[config.mk]
export PLATFORM = sky130hd
export DESIGN_NAME = regfile_wr_arbiter
export DESIGN_NICKNAME = d
export VERILOG_FILES = /design/src/rtl/regfile_pkg.sv /design/src/rtl/regfile_wr_arbiter_rr_arb2.sv /design/src/rtl/regfile_wr_arbiter.sv
export SDC_FILE = /design/constraint.sdc
export NUM_CORES = 1
export LEC_CHECK = 0
export CELL_PAD_IN_SITES_DETAIL_PLACEMENT = 1
export CELL_PAD_IN_SITES_GLOBAL_PLACEMENT = 1
export CORE_UTILIZATION = 24
export DETAILED_ROUTE_END_ITERATION = 8
export PLACE_DENSITY_LB_ADDON = 0.1
export SETUP_SLACK_MARGIN = 0.05
export SLEW_MARGIN = 5
export SYNTH_ARGS = -nofsm -noshare
export SYNTH_HDL_FRONTEND = slang
export SYNTH_HIERARCHICAL = 1
export SYNTH_SLANG_ARGS = --single-unit
[constraint.sdc]
create_clock -name clk -period 1.8 [get_ports clk]
set_input_delay 0.54 -clock clk [delete_from_list [all_inputs] [get_ports clk]]
set_output_delay 0.54 -clock clk [all_outputs]
set_load 0.05 [all_outputs]
[src/rtl/regfile_pkg.sv]
// Shared constants for the register file write arbiter: geometry and requester indices.
// Requester A (ALU result) and B (memory load) index the arbiter's req/grant vectors.
package regfile_pkg;
    localparam int WIDTH = 24;
    localparam int SIZE  = 8;
    localparam int AW    = $clog2(SIZE);
    localparam int REQ_A = 0;
    localparam int REQ_B = 1;
endpackage

[src/rtl/regfile_wr_arbiter_rr_arb2.sv]
// Two-way round-robin arbiter: grant is combinational from req and the last-winner pointer.
// Latency 0 cycles; no backpressure of its own, an idle cycle leaves the pointer unchanged.
module rr_arb2
    import regfile_pkg::*;
(
    input  logic       clk,
    input  logic       rst,
    input  logic [1:0] req,
    output logic [1:0] grant
);

    logic last_b;

    always_comb begin
        grant = '0;
        if (req[REQ_A] && req[REQ_B]) begin
            // The side that did not win last time takes the conflict.
            if (last_b) grant[REQ_A] = 1'b1;
            else        grant[REQ_B] = 1'b1;
        end else begin
            grant = req;
        end
    end

    always_ff @(posedge clk or posedge rst) begin
        if (rst)         last_b <= 1'b1;
        else if (|grant) last_b <= grant[REQ_B];
    end

endmodule

[src/rtl/regfile_wr_arbiter.sv]
// Write-port arbiter + scoreboard; forwarding enabled by `REGFILE_ARB_FWD_EN.
// Latency: accept at edge N -> write pulse in cycle N+1; hazard/fwd/ready are combinational.
// Backpressure: output stage always drains; only the arbitration loser sees ready=0.
module regfile_wr_arbiter
    import regfile_pkg::*;
#(
    parameter int WIDTH = regfile_pkg::WIDTH,
    parameter int SIZE  = regfile_pkg::SIZE,
    parameter int AW    = $clog2(SIZE)
) (
    input  logic             clk,
    input  logic             rst,
    input  logic             reqA_valid,
    input  logic [AW-1:0]    reqA_addr,
    input  logic [WIDTH-1:0] reqA_data,
    output logic             reqA_ready,
    input  logic             reqB_valid,
    input  logic [AW-1:0]    reqB_addr,
    input  logic [WIDTH-1:0] reqB_data,
    output logic             reqB_ready,
    input  logic             rsv_valid,
    input  logic [AW-1:0]    rsv_addr,
    input  logic [AW-1:0]    rdAddrA,
    input  logic [AW-1:0]    rdAddrB,
    output logic             hazard,
    output logic             fwdA,
    output logic             fwdB,
    output logic             write,
    output logic [AW-1:0]    wrAddr,
    output logic [WIDTH-1:0] wrData,
    output logic [SIZE-1:0]  pending
);

    logic [1:0]      grant;
    logic [SIZE-1:0] pending_nxt;
    logic            hz_a;
    logic            hz_b;

    rr_arb2 u_arb (
        .clk   (clk),
        .rst   (rst),
        .req   ({reqB_valid, reqA_valid}),
        .grant (grant)
    );

    assign reqA_ready = grant[REQ_A];
    assign reqB_ready = grant[REQ_B];

    always_ff @(posedge clk or posedge rst) begin
        if (rst) begin
            write  <= 1'b0;
            wrAddr <= '0;
            wrData <= '0;
        end else begin
            write <= |grant;
            if (grant[REQ_A]) begin
                wrAddr <= reqA_addr;
                wrData <= reqA_data;
            end else if (grant[REQ_B]) begin
                wrAddr <= reqB_addr;
                wrData <= reqB_data;
            end
        end
    end

    // Clear first, then set, so a reserve on the writeback edge keeps the bit.
    always_comb begin
        pending_nxt = pending;
        if (write)     pending_nxt[wrAddr]   = 1'b0;
        if (rsv_valid) pending_nxt[rsv_addr] = 1'b1;
    end

    always_ff @(posedge clk or posedge rst) begin
        if (rst) pending <= '0;
        else     pending <= pending_nxt;
    end

`ifdef REGFILE_ARB_FWD_EN
    assign fwdA = write && (wrAddr == rdAddrA);
    assign fwdB = write && (wrAddr == rdAddrB);
`else
    assign fwdA = 1'b0;
    assign fwdB = 1'b0;
`endif

    assign hz_a   = pending[rdAddrA] && !fwdA;
    assign hz_b   = pending[rdAddrB] && !fwdB;
    assign hazard = hz_a || hz_b;

endmodule

==> run metrics <==
status finished, violations left; failing checks setup timing; Worst Path Required 1.26 ns; Final Power 3.69 mW; DP Area 3170 µm²; largest net degree at the start of global routing 47; reg2reg path depth 6; Area Overhead vs Synth 81.0%; CTS Hold Bufs 0; WL per Instance 13.9 µm; CTS tree done; GPL Wtd Cong 0.734; Synth Area in Simple Gates 9.22%; Post-Layout Inst Area 3290 µm²; num rows 31; n_diodes 0; initial antenna violation count 0; dpl cells 381; Synth Area in Compound Gates 13.5%; critical path arrival 1.60 ns; DRT Wirelength 5460 µm; Critical R2R Launch u_arb/last_b; Setup CP Type flop to output pin; Critical path origin pending[7]; Sinks on Clock Net 37; VDD IR-drop max 282 µV; clk_lat worst skew 0.29 ns; CTS clock-pin slew for the worst setup and hold paths 0.07 ns; share of cells above drive strength 1 28.7%; Bufs on Longest Clock Path 2; Fin Clk Skew 0.00543 ns; GR Util All Layers 14.8%; Final Cycle Share 119%; Post-Synth Adder-Cell Area 0%; final hold violations 0; PwrDens 1120 nW/µm²; Die W 89.1 µm; via-per-instance ratio 4.32; Synth Instances 171; Root Buffer clkbuf_8; IO buf count 106; post-route insts no fill 392; Max Slew Vio Count 0; vias after detailed routing 1692; Seq cells post-synth 37; startpoint class of the critical path flop; sequence of cells on the critical path mux4_2 -> mux2i_2 -> nand2_2 -> buf_8; post-synth cell types 19; Final Core Density 45.2%; Final ANT Viol Nets 0; leakage 1.43 nW; Worst Setup End Kind output pin; DRT Pass-1 Iters 3; worst min path class flop to flop; CTS buffer count 5; worst-path maximum fanout 4; Post-Syn Area 1820 µm²; final worst setup slack -0.338 ns; worst r2r dst wrData[4]; main combinational cell family by area after synthesis multiplexers; vias in the first global route 1842; core footprint 7290 µm²; Worst path max stage delay 0.48 ns; Die Area 7930 µm²; detailed placement HPWL 4190 µm; syn_area_per_cell 10.6 µm²; Starting Density 24.9%; Max Clk Rate 468 MHz; FILL cells 829; initial DRC count 17; slowest stage cell, crit path mux4_2; post-synthesis mux area share 21.7%; Final Critical Period 2.14 ns; worst slack, placed -0.764 ns; Yosys top cell area share 49.5%; htree depth 2; leading area contributor after synthesis dfrtp_1; post-synthesis sequential area ratio 51.0%; die height 89.1 µm; first-pass GRT wire length 8930 µm; final setup fails 1; RSZ-0062 raised after global routing true; io pins 109; drt drc 0; largest cells by area after synthesis dfrtp_1, mux2i_1, o21ai_0; Syn. warnings 6; Max Cap Viol 0; Nets 360; Worst Setup EP hazard; Overflow after GRT 0; Synth Area in XOR/XNOR 0%; R2R Setup Slk 0.34 ns
## layout by cell type (no fill, tap or decap), drive strengths merged
cell | netlist | routed
clkbuf | 5 | 8
nor2 | 1 | 1
mux2i | 29 | 29
dlygate4sd2 | 0 | 2
dfstp | 1 | 1
clkdlybuf4s50 | 0 | 61
nand2 | 32 | 32
o31ai | 4 | 4
o21ai | 39 | 39
clkdlybuf4s15 | 0 | 2
conb | 1 | 2
dfrtp | 36 | 36
mux4 | 4 | 4
or2 | 1 | 1
inv | 3 | 3
a21oi | 1 | 1
a21boi | 2 | 2
nand2b | 6 | 6
buf | 6 | 59
## registers in the layout, indices dropped and copies added (netlist names)
| signal | cells |
|---|---|
| wrAddr | 3 |
| wrData | 24 |
| u_arb/last_b | 1 |
| write | 1 |
| pending | 8 |
## worst min-delay path by stage
stage | from | slack [ns] | end | cells past startpoint
4_1_cts | rst | 0.58 | u_arb/last_b | 2
3_3_place_gp | u_arb/last_b | 0.53 | u_arb/last_b | 2
5_1_grt | rst | 0.59 | u_arb/last_b | 2
2_1_floorplan | rst | 0.43 | u_arb/last_b | 1
6_report | wrData[17] | 0.57 | wrData[17] | 2
3_5_place_dp | wrData[17] | 0.56 | wrData[17] | 2
## cell families after synthesis
family | count (synthesis)
buffers and inverters | 14
AND/OR/NAND/NOR | 40
flip-flops | 37
multiplexers | 33
other | 1
AO/OA/AOI/OAI | 46
## critical path, delay by kind of cell (launching register included)
kind                   cells  cell delay (ns)
multiplexers               2             0.65
flip-flops                 1             0.43
buffers and inverters      1             0.15
AND/OR/NAND/NOR            1             0.07
## final cells by class
type / instances / area (µm²) / share of cell area (%)
repair buffers: 124 / 1300 / 39.5
clock buffers: 8 / 90.1 / 2.74
multi-input cells: 121 / 830 / 25.2
well taps: 99 / 124 / 3.76
flip-flops and latches: 37 / 937 / 28.5
inverters: 3 / 11.3 / 0.342
## cell usage after synthesis, drive strengths merged
library cell / count
o21ai: 39
dfrtp: 36
nand2: 32
mux2i: 29
buf: 6
nand2b: 6
clkbuf: 5
mux4: 4
o31ai: 4
inv: 3
a21boi: 2
a21oi: 1
conb: 1
dfstp: 1
nor2: 1
or2: 1
## layer usage
metal	up-vias	global-route usage [%]	routed length [µm]
li1	835	-	-
met1	795	16.9	2220
met2	60	27.2	2830
met3	2	4.16	384
met4	0	3.90	16
met5	-	0	0
## per-stage QoR
stage | hold slack [ns] | TNS (ns)
after floorplan | 0.430 | -0.109
after global placement | 0.532 | -5.84
after detailed placement | 0.561 | -6.53
after CTS | 0.580 | -0.369
after global routing | 0.588 | -0.416
final | 0.570 | -0.338
## power breakdown
group,leakage (nW),internal [mW],switching [mW]
Clock,0.0455,0.312,0.283
Combinational,0.955,0.898,1.05
Sequential,0.433,1.01,0.137
## repair_timing
item	CTS	global route
setup endpoints to repair	3	3
resized for setup	18	2
setup buffers	2	1
pin swaps	2	3
(Power assumes the default switching activity.)
==> RTL edit 1, RTL diff (same settings) <==
Build with the macro `REGFILE_ARB_FWD_EN` defined.
--- a/src/rtl/regfile_wr_arbiter.sv
+++ b/src/rtl/regfile_wr_arbiter.sv
@@ -1,6 +1,8 @@
 // Write-port arbiter + scoreboard; forwarding enabled by `REGFILE_ARB_FWD_EN.
 // Latency: accept at edge N -> write pulse in cycle N+1; hazard/fwd/ready are combinational.
 // Backpressure: output stage always drains; only the arbitration loser sees ready=0.
+`define REGFILE_ARB_FWD_EN
+
 module regfile_wr_arbiter
     import regfile_pkg::*;
 #(
Function: changed (Yosys sat finds a counterexample within 4 cycles, from zero or initial values and one cycle with rst high).
==> RTL edit 1 against the original RTL <==
- the run still ends with setup timing left
- setup slack lost 0.068 ns
- sequential cell count unchanged
- global-route usage increased by 0.44 points
- register-to-register slack worse by 0.04 ns
- largest power group unchanged
- clock skew rose by 0.0053 ns
- synthesized cell count rose by 4.1%
- design area is 8.9% higher
- wire length rose by 7.1%
- total power is 9.4% higher
- fmax is 3.1% lower
- largest cell class unchanged
- combinational power grew 9%
- synthesized area rose by 3.0%
==> RTL edit 1: results (changes against the original RTL) <==
[critical_path]
critical_path.slowest_cell = mux4_2  ; unchanged
arrival_ns = 1.67  ; was 1.60 ns

[finish]
layout-drive-gt1-share_pct = 36.1  ; was 28.7%
area_share_nonclk_buffers_pct = 40.3  ; was 39.5%
non_clock_buffer_count = 135  ; was 124
multi_input_area_sq_um = 945  ; was 830 sq um
instances_no_fill = 409  ; was 392
net_count_of_the_finished_layout = 377  ; was 360
biggestRegsByFlops = wrData x24, pending x8, wrAddr x3  ; unchanged
n_clock_buffer = 6  ; was 8
proportion_of_cell_area_occupied_by_registers_pct = 26.2  ; was 28.5%
fin_util_pct = 48.4  ; was 45.2%
n_fill_cell = 830  ; was 829
clkCellAreaFrac_pct = 3.35  ; was 2.74%
n_multi_input_combinational_cell = 127  ; was 121

[placement]
detailedPlacementHpwl_um = 4490  ; was 4190 um
post-place-cells = 396  ; was 381
place.port_buffers = 108  ; was 106
post_place_instance_area_sq_um = 3360  ; was 3170 sq um
gp_routability_congestion = 0.706  ; was 0.734
pre_cts_slack_ns = -0.909  ; was -0.764 ns

[timing]
timing.final.ws_setup_ns = -0.405  ; was -0.338 ns
fin_tns_setup_ns = -0.573  ; was -0.338 ns
setup_viol = 3  ; was 1
worst_clock_skew_ns = 0.0108  ; was 0.00543 ns

[cts]
postCtsSetupBuffers = 4  ; was 2
post_cts_resize_count = 50  ; was 18

[power]
p_seq_mw = 1.16
comb-power_mw = 2.12  ; was 1.94 mW
switching_share_pct = 38.7  ; was 39.7%
vdd.ir_drop.worst_mv = 0.477  ; was 0.282 mV
net-switching-power_mw = 1.56  ; was 1.47 mW
leakage_power_of_the_design_nw = 1.55  ; was 1.43 nW

[synth]
synth_commonest_cells = 39 x o21ai_0, 36 x dfrtp_1, 31 x nand2_1, 29 x mux2i_1  ; was 39 x o21ai_0, 36 x dfrtp_1, 32 x nand2_1, 29 x mux2i_1, 6 x nand2b_1
synth_cell_type_count = 20  ; was 19
synthCells = 178  ; was 171
synth_seq_area_share_pct = 49.5  ; was 51.0%
post_synth_main_area_contributors = dfrtp_1 48%, mux2i_1 15%, o21ai_0 10%  ; was dfrtp_1 50%, mux2i_1 16%, o21ai_0 11%

[run_status]
violations = setup timing  ; unchanged
status = finished with violations  ; unchanged

[route]
wl_per_cell_um = 14.3  ; was 13.9 um
drt-vias-per-instance = 4.44  ; was 4.32
first_iter_violations = 50  ; was 17
drt_first_pass_iters = 4  ; was 3

[global_routing]
grt_first_pass_wirelength_um = 9920  ; was 8930 um
global_route.usage.total_pct = 15.2  ; was 14.8%
grt_pass1_vias = 1915  ; was 1842
grt_max_degree = 55  ; was 47

==> RTL edit 1: logic make-up after synthesis <==
kind of cell	share of synthesized area [%]
muxes	21.1
and+or+nand+nor	9.68
AOI/OAI and AO/OA	13.4
xor gates and xnor gates	2.80
DFF	49.5
buffers and inverters	3.54
==> RTL edit 1: worst paths after layout <==
| kind | to | from | slack [ns] | depth (start not counted) |
|---|---|---|---|---|
| max | hazard | pending[7] | -0.41 | 4 |
| min | pending[3] | pending[3] | 0.56 | 2 |
| max reg2reg | wrData[3] | u_arb/last_b | 0.30 | 6 |
| min reg2reg | pending[3] | pending[3] | 0.56 | 2 |
| max in group asynchronous | pending[1] | rst | 0.90 | 3 |
| min in group asynchronous | u_arb/last_b | rst | 0.60 | 2 |
==> RTL edit 1: layer usage <==
metal / global-route usage, % / wire (um)
met1: 19.2 / 2610
met2: 26.1 / 2870
met3: 4.38 / 344
met4: 2.82 / 24
met5: 0 / 0
==> RTL edit 2, RTL diff (same flow settings) <==
Made on the original files. Make the reset (`rst`) synchronous in 3 clocked blocks.
--- a/src/rtl/regfile_wr_arbiter_rr_arb2.sv
+++ b/src/rtl/regfile_wr_arbiter_rr_arb2.sv
@@ -22,7 +22,7 @@
         end
     end
 
-    always_ff @(posedge clk or posedge rst) begin
+    always_ff @(posedge clk) begin
         if (rst)         last_b <= 1'b1;
         else if (|grant) last_b <= grant[REQ_B];
     end
--- a/src/rtl/regfile_wr_arbiter.sv
+++ b/src/rtl/regfile_wr_arbiter.sv
@@ -46,7 +46,7 @@
     assign reqA_ready = grant[REQ_A];
     assign reqB_ready = grant[REQ_B];
 
-    always_ff @(posedge clk or posedge rst) begin
+    always_ff @(posedge clk) begin
         if (rst) begin
             write  <= 1'b0;
             wrAddr <= '0;
@@ -70,7 +70,7 @@
         if (rsv_valid) pending_nxt[rsv_addr] = 1'b1;
     end
 
-    always_ff @(posedge clk or posedge rst) begin
+    always_ff @(posedge clk) begin
         if (rst) pending <= '0;
         else     pending <= pending_nxt;
     end
Function: differs if rst is asserted again (counterexample within 4 cycles, from zero or initial values and one cycle with rst high); with rst held inactive, the same outputs for 10 cycles.
==> RTL edit 2 against the original RTL <==
- setup slack better by 0.080 ns
- count of clock-buffer cells in the layout down 1
- die area up 6.4%
- fmax up 3.9%
- final cell count up 3.6%
- largest cell class unchanged
- register-to-register slack worse by 0.08 ns
- design area up 5.1%
- sequential cell count unchanged
- the run still ends with setup timing left
- synthesized area up 6.5%
- highest routed layer unchanged
- wire length up 11%
- critical path type is now input port to output port
Power is not compared: it rests on default switching activity, and its combinational part moved more than twofold at a synthesized area within 25%.
==> RTL edit 2: results (changes against the original RTL) <==
[route]
met2RoutedLength_um = 3030  ; was 2830 um
first_iter_violations = 31  ; was 17
routed-via-count = 1775  ; was 1692
drt_first_pass_iters = 4  ; was 3
dr_wl_met3_um = 317  ; was 384 um
drt-vias-per-instance = 4.37  ; was 4.32

[run_status]
status = finished with violations  ; unchanged
violations = setup timing  ; unchanged

[finish]
clkCellAreaFrac_pct = 3.36  ; was 2.74%
area_share_nonclk_buffers_pct = 39.3  ; was 39.5%
proportion_of_cell_area_occupied_by_registers_pct = 21.6  ; was 28.5%
fin_util_pct = 44.5  ; was 45.2%
n_fill_cell = 883  ; was 829

[timing]
timing.final.ws_setup_ns = -0.258  ; was -0.338 ns
fin_tns_setup_ns = -0.258  ; was -0.338 ns
setup_viol = 1  ; unchanged

[critical_path]
worst_setup_path_startpoint = rdAddrB[1]  ; was pending[7]

[global_routing]
grt_util_met1_pct = 16.7  ; was 16.9%
grt_max_degree = 38  ; was 47
grt_pass1_vias = 1901  ; was 1842
use_met3_pct = 4.06  ; was 4.16%

[placement]
pre_cts_slack_ns = -0.757  ; was -0.764 ns
post-place-cells = 389  ; was 381
gp_routability_congestion = 0.708  ; was 0.734

[synth]
synth_commonest_cells = 37 x dfxtp_1, 30 x nor2_1, 29 x mux2i_1, 19 x mux2_4  ; was 39 x o21ai_0, 36 x dfrtp_1, 32 x nand2_1, 29 x mux2i_1, 6 x nand2b_1
synth_seq_area_share_pct = 38.2  ; was 51.0%
synth_cell_type_count = 24  ; was 19

[cts]
post_cts_resize_count = 27  ; was 18

[RTL edit 2: cell count changes after synthesis, moves of 7 or more]
| cell | unedited run | this run |
|---|---|---|
| a21oi_1 | 1 | 8 |
| dfrtp_1 | 36 | 0 |
| dfxtp_1 | 0 | 37 |
| mux2_2 | 0 | 8 |
| mux2_4 | 0 | 19 |
| nand2_1 | 32 | 7 |
| nor2_1 | 1 | 30 |
| o21ai_0 | 39 | 6 |
[RTL edit 2: cell families after synthesis]
family,count (synthesis),share of synthesized area [%]
AOI/OAI and AO/OA,18,5.16
buffers and inverters,13,5.55
DFF,37,38.2
muxes,60,39.8
other,1,0.193
and+or+nand+nor,50,11.1
[RTL edit 2: worst paths after layout]
kind | to | slack, ns | cells past startpoint
setup / recovery | hazard | -0.26 | 5
hold / removal | pending[7] | 0.51 | 2
setup reg to reg | wrData[21] | 0.26 | 7
hold reg to reg | pending[7] | 0.51 | 2
